**config.mk**
```make
export PLATFORM = sky130hd
export DESIGN_NAME = acl2_spi_interface_flat
export DESIGN_NICKNAME = d
export VERILOG_FILES = /design/src/rtl/acl2_spi_interface_if.sv /design/src/rtl/acl2_spi_interface.sv /design/src/flat_wrapper.sv
export SDC_FILE = /design/constraint.sdc
export NUM_CORES = 1
export LEC_CHECK = 0
export CAP_MARGIN = 0
export CORE_MARGIN = 2
export CORE_UTILIZATION = 60
export DETAILED_ROUTE_END_ITERATION = 10
export DONT_BUFFER_PORTS = 1
export PLACE_DENSITY = 0.86
export SKIP_CTS_REPAIR_TIMING = 1
export SYNTH_ARGS = -nofsm -noshare
export SYNTH_HDL_FRONTEND = slang
export SYNTH_SLANG_ARGS = --single-unit
```
**constraint.sdc**
```tcl
create_clock -name clk -period 2.5 [get_ports clk]
set_input_delay 0.5 -clock clk [delete_from_list [all_inputs] [get_ports clk]]
set_output_delay 0.5 -clock clk [all_outputs]
set_load 0.02 [all_outputs]
```
**src/rtl/acl2_spi_interface_if.sv**
```systemverilog
// rtl/acl2_spi_interface_if.sv - byte-request and SPI pin bundle for the ACL2 SPI byte engine
interface acl2_spi_interface_if;
    logic       begin_transmission;
    logic [7:0] send_data;
    logic       miso;
    logic       end_transmission;
    logic [7:0] received_data;
    logic       chip_select;
    logic       sclk;
    logic       mosi;

    // Engine side: consumes byte requests and MISO, produces results and SPI pins.
    modport slave (
        input  begin_transmission,
        input  send_data,
        input  miso,
        output end_transmission,
        output received_data,
        output chip_select,
        output sclk,
        output mosi
    );

    // Environment side: upstream requester plus the sensor's MISO.
    modport master (
        output begin_transmission,
        output send_data,
        output miso,
        input  end_transmission,
        input  received_data,
        input  chip_select,
        input  sclk,
        input  mosi
    );
endinterface

```
**src/rtl/acl2_spi_interface.sv**
```systemverilog
// rtl/acl2_spi_interface.sv - SPI mode-0 byte shifter with CS held across multi-byte transactions
// Optional ACL2_SPI_LOOPBACK_EN: RX shifter samples internal mosi instead of the miso pin.
module acl2_spi_interface #(
    parameter int CLK_DIV = 50
) (
    input  logic                       clk,
    input  logic                       rst,
    acl2_spi_interface_if.slave        bus
);
    typedef enum logic [2:0] {
        IDLE    = 3'd0,
        SETUP   = 3'd1,
        LOW     = 3'd2,
        HIGH    = 3'd3,
        GAP     = 3'd4,
        CS_HOLD = 3'd5,
        CS_IDLE = 3'd6
    } state_t;

    localparam logic [7:0] HALF_MAX = 8'(CLK_DIV - 1);

    state_t     state_q, state_d;
    logic [7:0] cnt_q, cnt_d;
    logic [2:0] bit_q, bit_d;
    logic [7:0] tx_q, tx_d;
    logic [7:0] rx_q, rx_d;
    logic [7:0] rd_q, rd_d;
    logic       cs_q, cs_d;
    logic       sclk_q, sclk_d;
    logic       mosi_q, mosi_d;
    logic       et_q, et_d;
    logic       half_done;
    logic       rx_bit;

    assign half_done = (cnt_q == HALF_MAX);

`ifdef ACL2_SPI_LOOPBACK_EN
    assign rx_bit = mosi_q;
`else
    assign rx_bit = bus.miso;
`endif

    always_ff @(posedge clk or negedge rst) begin
        if (!rst) begin
            state_q <= IDLE;
            cnt_q   <= 8'd0;
            bit_q   <= 3'd0;
            tx_q    <= 8'd0;
            rx_q    <= 8'd0;
            rd_q    <= 8'd0;
            cs_q    <= 1'b1;
            sclk_q  <= 1'b0;
            mosi_q  <= 1'b0;
            et_q    <= 1'b0;
        end else begin
            state_q <= state_d;
            cnt_q   <= cnt_d;
            bit_q   <= bit_d;
            tx_q    <= tx_d;
            rx_q    <= rx_d;
            rd_q    <= rd_d;
            cs_q    <= cs_d;
            sclk_q  <= sclk_d;
            mosi_q  <= mosi_d;
            et_q    <= et_d;
        end
    end

    always_comb begin
        state_d = state_q;
        case (state_q)
            IDLE:        if (bus.begin_transmission) state_d = SETUP;
            SETUP, LOW:  if (half_done) state_d = HIGH;
            HIGH:        if (half_done) state_d = (bit_q == 3'd7) ? GAP : LOW;
            GAP:         if (half_done) state_d = bus.begin_transmission ? SETUP : CS_HOLD;
            CS_HOLD:     if (half_done) state_d = CS_IDLE;
            CS_IDLE:     if (half_done) state_d = IDLE;
            default:     state_d = IDLE;
        endcase
    end

    always_comb begin
        cnt_d  = cnt_q;
        bit_d  = bit_q;
        tx_d   = tx_q;
        rx_d   = rx_q;
        rd_d   = rd_q;
        cs_d   = cs_q;
        sclk_d = sclk_q;
        mosi_d = mosi_q;
        et_d   = 1'b0;

        // Every non-idle state lasts exactly one half-period.
        if (state_q != IDLE) begin
            cnt_d = half_done ? 8'd0 : cnt_q + 8'd1;
        end

        case (state_q)
            IDLE: begin
                if (bus.begin_transmission) begin
                    tx_d   = bus.send_data;
                    mosi_d = bus.send_data[7];
                    cs_d   = 1'b0;
                    bit_d  = 3'd0;
                    cnt_d  = 8'd0;
                end
            end
            SETUP, LOW: begin
                if (half_done) begin
                    sclk_d = 1'b1;
                    rx_d   = {rx_q[6:0], rx_bit};
                end
            end
            HIGH: begin
                if (half_done) begin
                    sclk_d = 1'b0;
                    if (bit_q != 3'd7) begin
                        tx_d   = {tx_q[6:0], 1'b0};
                        mosi_d = tx_q[6];
                        bit_d  = bit_q + 3'd1;
                    end else begin
                        rd_d = rx_q;
                        et_d = 1'b1;
                    end
                end
            end
            GAP: begin
                // The master's late send_data update lands inside this window.
                if (half_done && bus.begin_transmission) begin
                    tx_d   = bus.send_data;
                    mosi_d = bus.send_data[7];
                    bit_d  = 3'd0;
                end
            end
            CS_HOLD: begin
                if (half_done) begin
                    cs_d   = 1'b1;
                    mosi_d = 1'b0;
                end
            end
            default: begin
            end
        endcase
    end

    assign bus.end_transmission = et_q;
    assign bus.received_data    = rd_q;
    assign bus.chip_select      = cs_q;
    assign bus.sclk             = sclk_q;
    assign bus.mosi             = mosi_q;
endmodule

```
**src/flat_wrapper.sv**
```systemverilog
// flat-port wrapper written by rule: the top's interface ports become plain ports
module acl2_spi_interface_flat 
#(
    parameter int CLK_DIV = 50
)
  (clk, rst, bus_begin_transmission, bus_send_data, bus_miso, bus_end_transmission, bus_received_data, bus_chip_select, bus_sclk, bus_mosi);
  acl2_spi_interface_if bus_i ();
  input  logic clk;
  input  logic rst;
  input wire logic [$bits(bus_i.begin_transmission)-1:0] bus_begin_transmission;
  input wire logic [$bits(bus_i.send_data)-1:0] bus_send_data;
  input wire logic [$bits(bus_i.miso)-1:0] bus_miso;
  output wire logic [$bits(bus_i.end_transmission)-1:0] bus_end_transmission;
  output wire logic [$bits(bus_i.received_data)-1:0] bus_received_data;
  output wire logic [$bits(bus_i.chip_select)-1:0] bus_chip_select;
  output wire logic [$bits(bus_i.sclk)-1:0] bus_sclk;
  output wire logic [$bits(bus_i.mosi)-1:0] bus_mosi;
  assign bus_i.begin_transmission = bus_begin_transmission;
  assign bus_i.send_data = bus_send_data;
  assign bus_i.miso = bus_miso;
  assign bus_end_transmission = bus_i.end_transmission;
  assign bus_received_data = bus_i.received_data;
  assign bus_chip_select = bus_i.chip_select;
  assign bus_sclk = bus_i.sclk;
  assign bus_mosi = bus_i.mosi;
  acl2_spi_interface #(.CLK_DIV(CLK_DIV)) u_core (.clk(clk), .rst(rst), .bus(bus_i));
endmodule
```
==> results of run 1 <==
[layer usage]
| layer | GRT usage, % | vias to the layer above |
|---|---|---|
| li1 | - | 662 |
| met2 | 39.0 | 43 |
| met4 | 10.6 | 0 |
| met1 | 30.2 | 690 |
| met3 | 8.70 | 6 |
| met5 | 0 | - |
[layout by cell type (no fill, tap or decap), types with 4 or more instances in the layout]
master,synthesis,final
a21oi_1,5,5
a31oi_1,4,4
clkbuf_4,0,5
dfrtp_1,40,40
ha_1,4,4
inv_1,8,8
mux2_2,24,24
nand2_1,28,28
nand3_1,4,4
nor2_1,8,8
o21ai_0,11,11
[metrics by stage]
| stage | util (%) | hold slack (ns) | instance area, um2 | cells | total power (W) |
|---|---|---|---|---|---|
| after floorplan | - | 0.204 | 2020 | 184 | 0.000681 |
| after global placement | 62.6 | 0.206 | 2060 | 226 | 0.000681 |
| after detailed placement | 62.6 | 0.206 | 2060 | 226 | 0.000681 |
| after CTS | 65.2 | -0.201 | 2140 | 234 | 0.00112 |
| after global routing | 66.3 | 0.271 | 2180 | 236 | 0.00117 |
| final | 66.3 | 0.288 | 2180 | 236 | 0.00113 |
[power groups by stage]
| stage | logic (W) | registers (W) | clock network (W) |
|---|---|---|---|
| finish | 0.0000240 | 0.000663 | 0.000444 |
| global route | 0.0000286 | 0.000663 | 0.000476 |
| CTS | 0.00000554 | 0.000663 | 0.000451 |
| detailed placement | 0.00000552 | 0.000676 | 0 |
| global placement | 0.00000507 | 0.000676 | 0 |
| floorplan | 0.00000467 | 0.000676 | 0 |
[critical path, stage by stage (launching register included)]
cell	delay, ns
dfrtp_1	0.42
inv_1	0.09
ha_1	0.14
or3b_4	0.40
nor2_4	0.19
o21a_1	0.45
mux2_2	0.42
[final cells by class]
cell class	instances	area (um2)
timing repair buffer	4	52.6
fill	245	1110
clock inverter	3	46.3
multi-input combinational	129	927
inverter	8	30.0
sequential	41	1030
tap	46	57.6
clock buffer	5	37.5
[sequential cells by signal (all words and copies together), names as in the netlist, 3 cells and up]
name                      flops
u_core.tx_q                   7
u_core.state_q                3
u_core.bit_q                  3
u_core.bus.received_data      8
u_core.rx_q                   8
u_core.cnt_q                  8
[logic make-up (layout without fill, tap and decap cells)]
family                   after synthesis  in the layout
flip-flops                            41             41
buffers and inverters                 14             20
AO/OA/AOI/OAI                         36             36
AND/OR/NAND/NOR                       60             60
adder cells (fa/ha/maj)                4              4
XOR/XNOR                               2              2
multiplexers                          27             27
[worst paths after layout]
path                                  from                endpoint  slack (ns)  cells after the start
max                        u_core.cnt_q[1]          u_core.tx_q[3]        0.30                      6
min in group asynchronous              rst       u_core.state_q[0]        0.61                      2
min                               bus_miso          u_core.rx_q[0]        0.29                      1
min reg2reg                 u_core.tx_q[1]          u_core.tx_q[1]        0.53                      1
max reg2reg                u_core.cnt_q[1]          u_core.tx_q[3]        0.30                      6
max in group asynchronous              rst  u_core.bus.chip_select        1.64                      2
==> run_results.csv, run 1 <==
group,metric,value,unit
outcome,status,"finished, final reports clean",
global_route,grt_max_degree,42,
yosys,synth_ff_type,"dfrtp_1",
power,p_per_area,519,nW/um2
clock_tree,cts_sinks,41,
die,pin_count,24,
power,p_int,0.000883,W
die,fp.dieW,62.0,um
global_route,grt_pass1_vias,1449,
yosys,synthTopCellsByCount,"dfrtp_1 (40), nand2_1 (28), mux2_2 (24), o21ai_0 (11)",
drt,wl_met1,1680,um
yosys,synth_compound_area_share,11.7,%
yosys,muxShareOfSynthArea,14.9,%
drt,drc_errors,0,
setup_path,critPathArrivalTime,2.46,ns
drt,wl_met3,259,um
global_route,grt_antenna_before_repair,0,
power,ir_worst_vdd,0.471,mV
clock_tree,cts_buffers,5,
yosys,synth_most_common_cell,"dfrtp_1",
timing,fin_crit_sh,88.0,%
die,die_y,62.0,um
global_route,grt_overflow,0,
timing,rsz0062_at_grt,"no",
drt,wl_met2,1950,um
timing,clock_skew,0.0107,ns
drt,first_iter_violations,74,
setup_path,critPathLaunchType,"flip-flop",
timing,setup_violations,0,
yosys,synth_area_per_cell,11.0,um2
drt,num_vias,1401,
setup_path,cp-end-kind,"flip-flop",
timing,finalSetupTns,0,ns
timing,min_period,2.20,ns
timing,slew_viol_final,0,
clock_tree,htree_levels,2,
power,combPwrFrac,2.1,%
power,switching_share,21.9,%
power,seqPwrFrac,58.6,%
drt,wl_per_cell,16.8,um
placement,place.gp.congestion,0.895,
power,p_sw,0.000248,W
drt,totalWireLength,3970,um
finish,antenna_cells,0,
yosys,synth_top_family_by_area,"simple AND/OR/NAND/NOR gates",
placement,dp_hpwl,2780,um
global_route,grt_pass1_wl,6720,um
drt,first_pass_iters,4,
die,num_rows,21,
yosys,ys_ff_latch,41,
setup_path,critPathMaxFanout,10,
clock_tree,clock_latency,0.36,ns
yosys,synth.distinct_cells,44,
placement,numPortBuffers,0,
yosys,yosysTopAreaCellShare,49.6,%
clock_tree,clk_pin_slew_worst_paths,0.14,ns
global_route,grtUsageTotal,24.5,%
placement,pre_cts_ws,0.312,ns
yosys,synth-edff-count,0,
finish,nets,205,
finish,syn2layout_area_growth,7.94,%
drt,top_layer_used,"met4",
min_path,hp-class,"input port to flip-flop",
die,start_util,61.4,%
yosys,async_flop_share,100,%
clock_tree,cts_root_buffer,"clkbuf_4",
timing,worstMarginPinSlew,0.613,ns
clock_tree,cts_max_path_buffers,2,
yosys,ys_seq_area_share,50.9,%
yosys,synthAdderAreaFrac,2.48,%
yosys,synth_nets,200,
setup_path,critPathKind,"flip-flop to flip-flop",
power,p_leak,1.04,nW
clock_tree,cts_tree,"yes",
yosys,synth-simple-area-share,16.0,%
timing,finalHoldViolCount,0,
yosys,netlist_area,2020,um2
yosys,yosysWarnings,0,
power,p_clk_share,39.2,%
drt,viasPerCell,5.94,
yosys,synthTopCellsByArea,"dfrtp_1 (50%), mux2_2 (13%), nand2_1 (5.2%), o21ai_0 (2.7%), ha_1 (2.5%)",
timing,relSlewSlack,58.7,%
drt,ant_nets,0,
job,maxCapViolations,0,
timing,max_freq,455,MHz
die,dieArea,3840,um2
die,core,3280,um2
finish,layout-drive-gt1-share,22.6,%
timing,timing.final.ws_setup,0.301,ns
yosys,netlist_instances,184,
yosys,synth_area_leader_cell,"dfrtp_1",
yosys,synth_xor_area_share,0.868,%
setup_path,crit_required,2.76,ns
Note: power is estimated with default switching activity, not from simulation.
==> run 2: changes to the inputs <==
--- a/config.mk
+++ b/config.mk
@@ -6,7 +6,7 @@
 export NUM_CORES = 1
 export LEC_CHECK = 0
 export CAP_MARGIN = 0
-export CORE_MARGIN = 2
+export CORE_MARGIN = 8
 export CORE_UTILIZATION = 60
 export DETAILED_ROUTE_END_ITERATION = 10
 export DONT_BUFFER_PORTS = 1
==> run_results.csv, run 2 (same netlist as run 1, synthesis figures left out) <==
group,metric,value,unit
setup_path,critPathArrivalTime,2.44,ns
clock_tree,clock_latency,0.35,ns
global_route,grt_pass1_vias,1423,
setup_path,critPathLaunchType,"flip-flop",
drt,ant_nets,0,
timing,relSlewSlack,63.1,%
setup_path,critPathLaunch,"u_core.cnt_q[1]",
die,dieArea,5480,um2
global_route,grtUsageTotal,15.9,%
placement,placedCellCount,226,
finish,antenna_cells,0,
drt,num_vias,1400,
finish,layout-drive-gt1-share,22.6,%
power,p_leak,1.04,nW
timing,clock_skew,0.0124,ns
placement,dp_hpwl,2820,um
clock_tree,cts_tree,"yes",
power,total_power,0.00114,W
die,num_rows,21,
timing,max_freq,454,MHz
drt,drc_errors,0,
setup_path,crit_required,2.74,ns
timing,finalSetupTns,0,ns
drt,totalWireLength,4020,um
global_route,grt_pass1_wl,6520,um
finish,syn2layout_area_growth,8.18,%
global_route,grt_overflow,0,
power,ir_worst_vdd,0.440,mV
timing,min_period,2.20,ns
clock_tree,clk_pin_slew_worst_paths,0.11,ns
placement,numPortBuffers,0,
timing,holdWs,0.287,ns
finish,mostFrequentLayoutCell,"dfrtp_1",
clock_tree,cts_root_buffer,"clkbuf_4",
setup_path,worst_r2r_path_depth,6,
setup_path,ff2ff_setup_slack,0.30,ns
min_path,hp-class,"input port to flip-flop",
drt,viasPerCell,5.93,
setup_path,endpoint,"u_core.tx_q[2]",
timing,setup_violations,0,
drt,first_iter_violations,181,
global_route,grt_antenna_before_repair,0,
timing,worstMarginPinSlew,0.548,ns
clock_tree,cts_buffers,5,
clock_tree,cts_max_path_buffers,2,
clock_tree,cts_sinks,41,
die,core,3280,um2
die,die_y,74.0,um
timing,slew_viol_final,0,
power,p_per_area,522,nW/um2
setup_path,cp-end-kind,"flip-flop",
outcome,status,"finished, final reports clean",
die,start_util,61.4,%
setup_path,r2r-start,"u_core.cnt_q[1]",
finish,nets,205,
clock_tree,htree_levels,2,
global_route,grt_max_degree,42,
drt,wl_per_cell,17.0,um
timing,rsz0062_at_grt,"no",
setup_path,critPathKind,"flip-flop to flip-flop",
die,pin_count,24,
drt,first_pass_iters,4,
job,maxCapViolations,0,
timing,fin_crit_sh,88.1,%
timing,finalHoldViolCount,0,
setup_path,critPathMaxFanout,10,
setup_path,timing.rr.end,"u_core.tx_q[2]",
finish,layout_common_cells,"dfrtp_1 (40), nand2_1 (28), mux2_2 (24)",
placement,place.gp.congestion,0.892,
die,fp.dieW,74.0,um
finish,stdcell_count,236,
## run 2: changes by cell type in the layout (fill, tap and decap cells not counted), sizes merged
cell    before  now
clkbuf       5    6
clkinv       1    0
## run 2: worst min path at each step
stage,startpoint,end,slack (ns),depth (start not counted)
global placement,rst,u_core.state_q[1],0.21,0
finish,bus_send_data[0],u_core.tx_q[0],0.29,2
global route,bus_miso,u_core.rx_q[0],0.27,1
detailed placement,rst,u_core.bus.mosi,0.21,0
CTS,rst,u_core.state_q[0],-0.20,0
floorplan,rst,u_core.bit_q[0],0.20,0
## run 2: final cells by class
cell class / instances / area [um2]
clock inverters: 2 / 37.5
flip-flops and latches: 41 / 1030
repair buffers: 4 / 52.6
fillers: 253 / 1100
inverters: 8 / 30.0
clock buffers: 6 / 51.3
multi-input cells: 129 / 927
well taps: 46 / 57.6
## run 2: metrics by stage
step / util [%] / cell area, um2 / setup slack [ns]
6_report: 66.5 / 2180 / 0.298
3_3_place_gp: 62.6 / 2060 / 0.430
3_5_place_dp: 62.6 / 2060 / 0.295
2_1_floorplan: - / 2020 / 0.640
5_1_grt: 66.5 / 2180 / 0.182
4_1_cts: 65.3 / 2150 / 0.281
## run 2: power breakdown
part           leakage, nW  internal (W)  switching [W]  total (W)
clock               0.0445      0.000238       0.000216   0.000453
combinational        0.477    0.00000834      0.0000159  0.0000242
sequential           0.518      0.000663              0   0.000663
## run 2: routing by layer
layer	GRT usage, %	share of wire (%)	vias to the layer above	routed length (um)
met2	25.1	50	46	2000
met1	18.1	41	681	1640
met5	0	0	-	0
met4	9.53	2.7	0	110
li1	-	-	662	-
met3	5.39	6.7	11	269
## run 2: worst max-delay path, stage by stage (launching register included)
cell and delay, ns:
dfrtp_1 0.41, inv_1 0.08, ha_1 0.16, or3b_4 0.40, nor2_4 0.19, o21a_1 0.45
mux2_2 0.39
==> run 3: changes to the inputs <==
--- a/config.mk
+++ b/config.mk
@@ -10,8 +10,10 @@
 export CORE_UTILIZATION = 60
 export DETAILED_ROUTE_END_ITERATION = 10
 export DONT_BUFFER_PORTS = 1
+export MAX_ROUTING_LAYER = met4
 export PLACE_DENSITY = 0.86
 export SKIP_CTS_REPAIR_TIMING = 1
+export SLEW_MARGIN = 0
 export SYNTH_ARGS = -nofsm -noshare
 export SYNTH_HDL_FRONTEND = slang
 export SYNTH_SLANG_ARGS = --single-unit
==> run_results.csv, run 3 (same netlist as run 1, synthesis figures left out) <==
group,metric,value,unit
power,p_per_area,550,nW/um2
finish,layout_common_cells,"dfrtp_1 (40), nand2_1 (28), mux2_2 (24)",
clock_tree,htree_levels,2,
timing,relSlewSlack,61.0,%
drt,wl_per_cell,16.0,um
timing,finalSetupTns,0,ns
clock_tree,clock_latency,0.35,ns
drt,num_vias,1364,
timing,rsz0062_at_grt,"no",
power,p_clk_share,43.0,%
global_route,gr-usage-met1,18.4,%
clock_tree,cts_buffers,5,
finish,nets,204,
global_route,use_met2,23.6,%
clock_tree,cts_root_buffer,"clkbuf_4",
min_path,hp-class,"input port to flip-flop",
timing,clock_skew,0.00614,ns
setup_path,worst_r2r_path_depth,6,
die,dieArea,5480,um2
timing,fin_crit_sh,87.8,%
global_route,grt_antenna_before_repair,0,
power,p_int,0.000981,W
drt,ant_nets,0,
timing,setup_violations,0,
setup_path,critPathMaxFanout,10,
finish,stdcell_count,235,
clock_tree,cts_sinks,41,
setup_path,cp-end-kind,"flip-flop",
global_route,grt_max_degree,42,
power,combPwrFrac,2.0,%
die,pin_count,24,
timing,finalHoldViolCount,0,
finish,syn2layout_area_growth,8.49,%
setup_path,crit_required,2.74,ns
die,start_util,61.4,%
global_route,grt_overflow,0,
drt,first_iter_violations,134,
min_path,hold_path_end,"u_core.tx_q[0]",
timing,worstMarginPinSlew,0.580,ns
setup_path,r2r-start,"u_core.cnt_q[1]",
drt,totalWireLength,3760,um
die,die_y,74.0,um
timing,min_period,2.20,ns
die,core,3280,um2
drt,viasPerCell,5.80,
drt,drc_errors,0,
clock_tree,clk_pin_slew_worst_paths,0.11,ns
placement,pre_cts_ws,0.325,ns
setup_path,critPathArrivalTime,2.43,ns
power,p_leak,1.05,nW
drt,first_pass_iters,4,
global_route,grt_pass1_wl,6330,um
power,p_sw,0.000224,W
die,fp.dieW,74.0,um
global_route,grtUsageTotal,15.8,%
timing,slew_viol_final,0,
setup_path,critPathLaunchType,"flip-flop",
timing,max_freq,455,MHz
global_route,busiest_layer,"met2",
power,seqPwrFrac,55.0,%
clock_tree,cts_tree,"yes",
power,ir_worst_vdd,0.393,mV
job,maxCapViolations,0,
global_route,grt_pass1_vias,1349,
placement,numPortBuffers,0,
die,num_rows,21,
setup_path,timing.rr.end,"u_core.tx_q[2]",
setup_path,critPathKind,"flip-flop to flip-flop",
placement,dp_hpwl,2720,um
power,switching_share,18.6,%
finish,antenna_cells,0,
outcome,status,"finished, final reports clean",
finish,layout-drive-gt1-share,22.2,%
min_path,hold_depth,2,
placement,placedCellCount,225,
clock_tree,cts_max_path_buffers,2,
timing,timing.final.ws_setup,0.304,ns
finish,mostFrequentLayoutCell,"dfrtp_1",
finish,final_util,66.7,%
setup_path,ff2ff_setup_slack,0.30,ns
min_path,min-delay-start,"bus_send_data[0]",
global_route,grtUsageMet3,5.53,%
placement,place.gp.congestion,0.900,
-- run 3: cell types whose count changed in the layout (fill, tap and decap cells not counted) --
cell        delta
buf_4          -1
bufinv_16      +1
clkinv_2       +1
clkbuf_8       -1
clkinvlp_4     -1
-- run 3: stage by stage --
step | total power [W] | area, um2 | hold slack, ns
floorplan | 0.000681 | 2020 | 0.204
global placement | 0.000681 | 2050 | 0.206
detailed placement | 0.000681 | 2050 | 0.206
CTS | 0.00120 | 2150 | -0.194
global route | 0.00125 | 2190 | 0.271
finish | 0.00120 | 2190 | 0.301
-- run 3: final cells by class --
class / count / area [um2]
Multi-Input combinational cell: 129 / 927
Timing Repair Buffer: 3 / 45.0
Inverter: 8 / 30.0
Fill cell: 238 / 1090
Sequential cell: 41 / 1030
Tap cell: 46 / 57.6
Clock inverter: 3 / 65.1
Clock buffer: 5 / 37.5
-- run 3: layer usage --
layer	up-vias	part of all wire (%)
met2	39	49
li1	663	-
met1	655	42
met3	7	6.9
met4	0	2.0
met5	-	0
-- run 3: power by group through the flow --
stage,clock [W],sequential (W),combinational (W)
floorplan,0,0.000676,0.00000467
global placement,0,0.000676,0.00000499
detailed placement,0,0.000676,0.00000559
CTS,0.000534,0.000663,0.00000561
global route,0.000560,0.000663,0.0000283
finish,0.000518,0.000663,0.0000235
-- run 3: how the worst max path moves through the flow --
stage | start | endpoint | slack, ns | cells past startpoint
final | u_core.cnt_q[1] | u_core.tx_q[2] | 0.30 | 6
after global routing | u_core.cnt_q[1] | u_core.tx_q[2] | 0.21 | 6
after CTS | u_core.cnt_q[1] | u_core.tx_q[2] | 0.30 | 6
after detailed placement | u_core.cnt_q[1] | u_core.tx_q[2] | 0.32 | 6
after global placement | u_core.cnt_q[1] | u_core.tx_q[6] | 0.43 | 6
after floorplan | u_core.cnt_q[1] | u_core.bit_q[0] | 0.64 | 7
-- run 3: critical path: stages, from the launching register on --
cell	delay, ns
dfrtp_1	0.41
inv_1	0.08
ha_1	0.15
or3b_4	0.40
nor2_4	0.19
o21a_1	0.46
mux2_2	0.39
